## config.mk

```make
export PLATFORM = sky130hd
export DESIGN_NAME = keypad_scanner
export DESIGN_NICKNAME = d
export VERILOG_FILES = /design/src/rtl/keypad_scanner.sv
export SDC_FILE = /design/constraint.sdc
export NUM_CORES = 1
export LEC_CHECK = 0
export CAP_MARGIN = 10
export CORE_MARGIN = 3
export CORE_UTILIZATION = 50
export DETAILED_ROUTE_END_ITERATION = 8
export DONT_BUFFER_PORTS = 1
export SKIP_CTS_REPAIR_TIMING = 1
export SLEW_MARGIN = 20
export SYNTH_ARGS = -nofsm -noshare
export SYNTH_HDL_FRONTEND = slang
export SYNTH_SLANG_ARGS = --single-unit
```

## constraint.sdc

```tcl
create_clock -name clk -period 3.9 [get_ports clk]
set_input_delay 0.78 -clock clk [delete_from_list [all_inputs] [get_ports clk]]
set_output_delay 0.78 -clock clk [all_outputs]
set_load 0.1 [all_outputs]
```

## src/rtl/keypad_scanner.sv

```systemverilog
// 4x3 matrix keypad scanner: column scan, debounce, BCD encode and one-shot
// press strobes for the safe's code comparator.
module keypad_scanner #(
  parameter int SCAN_DWELL      = 4,
  parameter int DEBOUNCE_CYCLES = 8
) (
  input  logic       clk,
  input  logic       reset,
  input  logic       is_on,
  input  logic [3:0] row_in,
  output logic [2:0] col_out,
  output logic [3:0] data,
  output logic       is_pressed,
  output logic       is_star_pressed,
  output logic       is_hash_pressed,
  output logic [2:0] state_dbg
);

  localparam int DW = (SCAN_DWELL > 2) ? $clog2(SCAN_DWELL) : 1;
  localparam int CW = $clog2(DEBOUNCE_CYCLES + 1);
  localparam logic [DW-1:0] DWELL_LAST = DW'(SCAN_DWELL - 1);
  localparam logic [CW-1:0] DEB_MAX    = CW'(DEBOUNCE_CYCLES);

  typedef enum logic [2:0] {
    S_SCAN     = 3'd0,
    S_DEBOUNCE = 3'd1,
    S_LOAD     = 3'd2,
    S_STROBE   = 3'd3,
    S_HOLD     = 3'd4
  } state_t;

  state_t        state, state_next;
  logic [3:0]    row_m, row_s, row_cap;
  logic [DW-1:0] dwell_cnt;
  logic [CW-1:0] deb_cnt, rel_cnt;
  logic          dwell_last, row_one_hot, row_match;
  logic [1:0]    row_idx, col_idx;
  logic [3:0]    key_code;
  logic          key_digit, key_star, key_hash;

  assign dwell_last  = (dwell_cnt == DWELL_LAST);
  // A single set bit is the only legal pattern; two or more rows is a ghost.
  assign row_one_hot = (row_s != 4'd0) && ((row_s & (row_s - 4'd1)) == 4'd0);
  assign row_match   = (row_s == row_cap);

  // Column stays frozen from capture to release, so col_out names the key column.
  always_comb begin
    row_idx = 2'd3;
    case (row_cap)
      4'b0001: row_idx = 2'd0;
      4'b0010: row_idx = 2'd1;
      4'b0100: row_idx = 2'd2;
      default: row_idx = 2'd3;
    endcase
    col_idx = 2'd2;
    case (col_out)
      3'b001:  col_idx = 2'd0;
      3'b010:  col_idx = 2'd1;
      default: col_idx = 2'd2;
    endcase
    key_code = 4'd0;
    case (row_idx)
      2'd0:    key_code = {2'b00, col_idx} + 4'd1;
      2'd1:    key_code = {2'b00, col_idx} + 4'd4;
      2'd2:    key_code = {2'b00, col_idx} + 4'd7;
      default: key_code = 4'd0;
    endcase
    key_star  = (row_idx == 2'd3) && (col_idx == 2'd0);
    key_hash  = (row_idx == 2'd3) && (col_idx == 2'd2);
    key_digit = !key_star && !key_hash;
  end

  always_ff @(posedge clk or posedge reset) begin
    if (reset) state <= S_SCAN;
    else       state <= state_next;
  end

  always_comb begin
    state_next = state;
    if (!is_on) begin
      state_next = S_SCAN;
    end else begin
      case (state)
        S_SCAN:     if (dwell_last && row_one_hot) state_next = S_DEBOUNCE;
        S_DEBOUNCE: begin
          if (!row_match)              state_next = S_SCAN;
          else if (deb_cnt == DEB_MAX) state_next = S_LOAD;
        end
        S_LOAD:     state_next = S_STROBE;
        S_STROBE:   state_next = S_HOLD;
        S_HOLD:     if (rel_cnt == DEB_MAX) state_next = S_SCAN;
        default:    state_next = S_SCAN;
      endcase
    end
  end

  always_comb begin
    is_pressed      = is_on && (state == S_STROBE) && key_digit;
    is_star_pressed = is_on && (state == S_STROBE) && key_star;
    is_hash_pressed = is_on && (state == S_STROBE) && key_hash;
    state_dbg       = state;
  end

  always_ff @(posedge clk or posedge reset) begin
    if (reset) begin
      row_m     <= 4'd0;
      row_s     <= 4'd0;
      row_cap   <= 4'd0;
      col_out   <= 3'b001;
      dwell_cnt <= '0;
      deb_cnt   <= '0;
      rel_cnt   <= '0;
      data      <= 4'd0;
    end else begin
      row_m <= row_in;
      row_s <= row_m;
      if (!is_on) begin
        col_out   <= 3'b001;
        dwell_cnt <= '0;
        deb_cnt   <= '0;
        rel_cnt   <= '0;
      end else begin
        case (state)
          S_SCAN: begin
            if (dwell_last) begin
              dwell_cnt <= '0;
              if (row_one_hot) begin
                row_cap <= row_s;
                deb_cnt <= CW'(1);
              end else begin
                col_out <= {col_out[1:0], col_out[2]};
              end
            end else begin
              dwell_cnt <= dwell_cnt + 1'b1;
            end
          end
          S_DEBOUNCE: begin
            if (!row_match) begin
              col_out   <= {col_out[1:0], col_out[2]};
              dwell_cnt <= '0;
              deb_cnt   <= '0;
            end else if (deb_cnt == DEB_MAX) begin
              // Load on entry to LOAD so data leads the strobe by a cycle.
              if (key_digit) data <= key_code;
            end else begin
              deb_cnt <= deb_cnt + 1'b1;
            end
          end
          S_STROBE: rel_cnt <= '0;
          S_HOLD: begin
            if (rel_cnt == DEB_MAX) begin
              col_out   <= {col_out[1:0], col_out[2]};
              dwell_cnt <= '0;
              deb_cnt   <= '0;
              rel_cnt   <= '0;
            end else if (row_s != 4'd0) begin
              rel_cnt <= '0;
            end else begin
              rel_cnt <= rel_cnt + 1'b1;
            end
          end
          default: ;
        endcase
      end
    end
  end

endmodule

```

After elaboration in Yosys (flattened, before gate mapping). Cells that the tools add are included.

Flip-flop bits (word level): 32. Logic and storage cells: 97.

Reduce and logical (&&, ||, !) cells: 22. Muxes and demuxes: 31. Equal/unequal tests: 27. $add $sub $neg: 7. Bitwise logic cells: 1.

Operators with widths (count): 2-to-1 mux 4 bit (9); 2-to-1 mux 3 bit (10); one-hot mux 4 bit (3 select lines) (2); != test 3 bit, second input constant (6); one-hot mux 3 bit (5 select lines) (1); AND reduction 5 bit (3); one-hot mux 2 bit (3 select lines) (2); equality test 3 x 2 -> 1 bit, second input constant (3); logical AND 1 bit (9); one-hot mux 3 bit (3 select lines) (1); adder 2 x 3 -> 4 bit, second input constant (2); adder 4 x 1 -> 4 bit, second input constant (2); equality test 2 bit, second input constant (4); equality test 4 bit, second input constant (2); 2-to-1 mux 2 bit (4); != test 4 bit, second input constant (2); one-hot mux 4 bit (2 select lines) (1); equality test 3 x 1 -> 1 bit, second input constant (2); AND reduction 3 bit (2); bitwise AND 4 bit (1); equality test 4 x 1 -> 1 bit, second input constant (1); equality test 4 x 2 -> 1 bit, second input constant (1); equality test 4 x 3 -> 1 bit, second input constant (1); equality test 4 bit (1); 14 further kinds (16).

Depth between registers and ports, before layout.
Depth after elaboration: 8. Depth in mapped cells: 7. Mapped depth without buffers: 7.

Worst setup path after synthesis. No wires, ideal clock.

Path type: flip-flop to output port. Start point: register state[0] (netlist: state_dbg[0]). End point: output is_hash_pressed. Path buffers: 0. Arrival time: 3.524 ns. Setup slack: -0.404 ns. Data required time: 3.120 ns. Stages on the path, launching flop included: 5. Cell sequence: dfrtp_1 -> inv_1 -> nor2_1 -> nand3_1 -> nor3_1.

Cells in the longest elaborated chain, start to end: 3.

RTL lines: start: declaration (RTL line 32) `state_t state, state_next;`; start signal: assignment (RTL line 75) `else state <= state_next;`; equality test 3 x 2 -> 1 bit (RTL line 100) `is_hash_pressed = is_on && (state == S_STROBE) && key_hash;`; logical AND 1 bit (2 in a row) (RTL line 100); end: declaration (RTL line 15) `output logic is_hash_pressed,`.

No other way between the ends.

Worst setup path after layout.
Start point: register col_out[2]. End point: output is_pressed.

Cells in the longest elaborated chain, start to end: 7.

RTL lines: start: declaration (RTL line 11) `output logic [2:0] col_out,`; start signal: assignment (RTL line 131) `col_out <= {col_out[1:0], col_out[2]};`; start signal: assignment (RTL line 139) `col_out <= {col_out[1:0], col_out[2]};`; start signal: assignment (RTL line 152) `col_out <= {col_out[1:0], col_out[2]};`; equality test 3 x 2 -> 1 bit or equality test 3 x 1 -> 1 bit (tied branches) (RTL line 56) `case (col_out)`; one-hot mux 2 bit (2 select lines) * (RTL line 56); equality test 2 bit or zero test 2 bit (tied branches) (RTL line 69, 68); logical AND 1 bit (on tied branches) (RTL line 69, 68); zero test 1 bit (RTL line 70) `key_digit = !key_star && !key_hash;`; logical AND 1 bit * (RTL line 70); logical AND 1 bit * (RTL line 98) `is_pressed = is_on && (state == S_STROBE) && key_digit;`; end: declaration (RTL line 13) `output logic is_pressed,`.

Every way passes the cells marked *; elsewhere a longest branch is shown, timed or not.

==> metrics.md <==
| Metric | Value |
|---|---|
| Metal2 WL | `1400 microns` |
| # diodes | `0` |
| Dpl hpwl | `between 2000 and 2500 microns` |
| Area growth, synth to finish | `10.9%` |
| Clk sinks | `32` |
| WS Path Type | `register to primary output` |
| Clock share of power | `25.3%` |
| GRT overflow | `0` |
| CP Launch Type | `register` |
| Synth top cells by count | `dfrtp_1 (31), inv_1 (11), nand2_1 (11)` |
| Mapped Cells | `161` |
| Synthesized net count | `~170` |
| Main synth FF type | `dfrtp_1` |
| Net count, final | `187` |
| # DRC | `0` |
| Worst slew pin tran | `0.963 ns` |
| Logic pwr share | `21.0%` |
| Top sig layer | `met4` |
| Sw Share | `36.3%` |
| Max_cap viols | `0` |
| # port buffers | `0` |
| Vias per inst | `5.58` |
| Row cnt | `20` |
| H-tree levels | `2` |
| M1 WL | `1430 microns` |
| Initial core utilization | `a little over half` |
| Antenna violations before repair | `0` |
| Outcome | `finished clean` |
| 1st-iter DRT viols | `60` |
| Net Sw Power | `279 uW` |
| Final wirelength | `3050 microns` |
| Largest cells by area after synthesis | `dfrtp_1 (45%), mux2i_1 (4.7%), ha_1 (3.6%)` |
| Top-area cell type share of the netlist area | `45.3%` |
| Core area | `around 0.0032 sq mm` |
| Clock buffer depth | `2` |
| Global Route Usage Sum | `16.7%` |
| Hold Path Class | `register to register` |
| CP Cell Sequence | `nor3b_1 > buf_4 > o21bai_1 > and3_1 > buf_4` |
| Hold Vio Cnt, Final | `0` |
| Leakage | `approximately 0.85 nW` |
| Final period util | `81.0%` |
| Buf/Inv on CP | `2` |
| Vias post-DR | `1227` |
| Die W | `~65 microns` |
| Post-Syn Area | `0.00171 sq mm` |
| Unrepaired setup endpoints after global routing | `no` |
| Worst Setup End Kind | `primary output` |
| Warning count from the yosys run | `0` |
| Internal Pwr Total | `just under 500 uW` |
| Share of layout cells above drive strength 1 | `18.8%` |
| Number of global-route vias before repair | `between 1000 and 1500` |
| PwrDens | `405 mW/mm^2` |
| Clock transition at path regs | `roughly 0.10 ns` |
| Sequential share of power | `roughly 54%` |
| Critical path's slowest cell | `dfrtp_1` |
| CP peak stage delay | `slightly below 0.8 ns` |
| Minimum clock period | `3.16 ns` |
| Largest net degree at the start of global routing | `32` |
| Max transition margin | `35.8%` |
| Max Clk Rate | `317 MHz` |
| Largest delay share family, worst path | `flip-flops` |
| Cell variety after synth | `49` |
| Sequential area share after synthesis | `46.8%` |
| First-pass GRT wire length | `5450 microns` |
| Finished Core Util | `60.3%` |
| Root buf cell | `clkbuf_4` |
| Num CTS Buffers | `5` |
| Die Ht | `64.6 microns` |
| Critical Path Most Common Cell | `buf_4` |
| Fin. max-slew vios | `0` |
| Die area | `0.00417 sq mm` |
| Placer Congestion | `0.842` |
| Antenna viol nets, final | `0` |
| CTS tree | `yes` |
| Final Setup Violations | `0` |
| CP arrival | `2.38 ns` |
| EDFF count, synth | `0` |
| Peak supply drop | `0.289 mV` |
| Asr flop ratio synth | `100%` |
| Mean Syn Cell Area | `10.6 sq um` |
| Critical path required time | `roughly 3.1 ns` |
| IO Count | `20` |
| Pre-Repair DR Iteration Count | `4` |
| WL met3 | `roughly 180 microns` |
| Setup TNS | `0 ns` |
| Worst-Skew Late Latency | `0.34 ns` |
| Routed len/inst | `13.9 microns` |
| CP max FO | `5` |
| Area leader, netlist | `dfrtp_1` |
| Layout Skew | `0.00996 ns` |
| Yosys reg bits | `32` |
| Cell with the most instances after synthesis | `dfrtp_1` |
| Number of fill cells | `~280` |
-- flip-flops by register name, indices dropped and copies added, names as in the netlist --
register	cells
data	4
dwell_cnt	2
state_dbg	3
col_out	3
row_cap	4
row_s	4
rel_cnt	4
deb_cnt	4
row_m	4
-- final timing paths --
path / cells after the start / to / slack (ns) / startpoint
worst max-delay path: 5 / is_pressed / 0.74 / col_out[2]
worst min-delay path: 0 / row_s[3] / 0.36 / row_m[3]
worst max register to register: 5 / data[2] / 1.66 / col_out[2]
worst min register to register: 0 / row_s[3] / 0.36 / row_m[3]
max in group asynchronous: 2 / dwell_cnt[0] / 3.02 / reset
min in group asynchronous: 1 / deb_cnt[2] / 0.39 / reset
-- power by group through the flow --
stage | Clock (mW) | Combinational (mW) | Sequential, mW
5_1_grt | 0.211 | 0.182 | 0.419
4_1_cts | 0.202 | 0.163 | 0.413
2_1_floorplan | 0 | 0.105 | 0.435
3_3_place_gp | 0 | 0.157 | 0.418
6_report | 0.195 | 0.162 | 0.413
3_5_place_dp | 0 | 0.163 | 0.420
-- stage by stage --
step / instances / area, sq um / hold WS (ns) / setup WS [ns] / total power [mW]
floorplan: 161 / 1720 / 0.331 / 0.444 / 0.540
global placement: 212 / 1840 / 0.338 / 1.17 / 0.575
detailed placement: 212 / 1840 / 0.337 / 1.13 / 0.582
CTS: 220 / 1900 / 0.363 / 0.728 / 0.779
global route: 220 / 1900 / 0.379 / 0.615 / 0.812
finish: 220 / 1900 / 0.360 / 0.742 / 0.771
-- routing by layer --
layer	vias up	GRT usage, %
met3	5	3.99
met4	0	5.54
met1	586	21.2
li1	607	-
met5	-	0
met2	29	28.1
-- layout make-up --
cell class              instances  area (sq um)  share of cell area, %
repair buffers                 10          75.1                   3.95
clock inverters                 3          23.8                   1.25
well taps                      44          55.1                   2.89
multi-input cells             115           867                   45.6
flip-flops and latches         32           802                   42.2
clock buffers                   5          37.5                   1.97
inverters                      11          41.3                   2.17
-- cells by family after synthesis --
| group | share of synthesized area, % |
|---|---|
| xor+xnor | 4.09 |
| compound gates | 12.4 |
| mux | 10.6 |
| flops | 46.8 |
| buf+inv | 3.29 |
| simple gates | 19.2 |
| fa+ha+maj | 3.65 |
-- cell usage in the layout (no fill, tap or decap), types with 3 or more instances in the layout --
cell type	instances
buf_4	10
nand3_1	4
dfrtp_1	31
nor3b_1	3
mux2_1	5
mux2i_1	8
ha_1	5
nor3_1	3
nor2_1	7
o21ai_0	8
mux2_2	4
clkbuf_4	5
inv_1	10
xnor2_1	6
nand2b_1	6
nand2_1	11
a22o_1	4
-- worst reg2reg max path: stages (launching register included) --
cell      delay (ns)
dfrtp_1         0.77
nor3b_1         0.42
buf_4           0.21
o21bai_1        0.15
nor2b_2         0.24
mux2_1          0.34
Power figures use the tool's default switching activity.
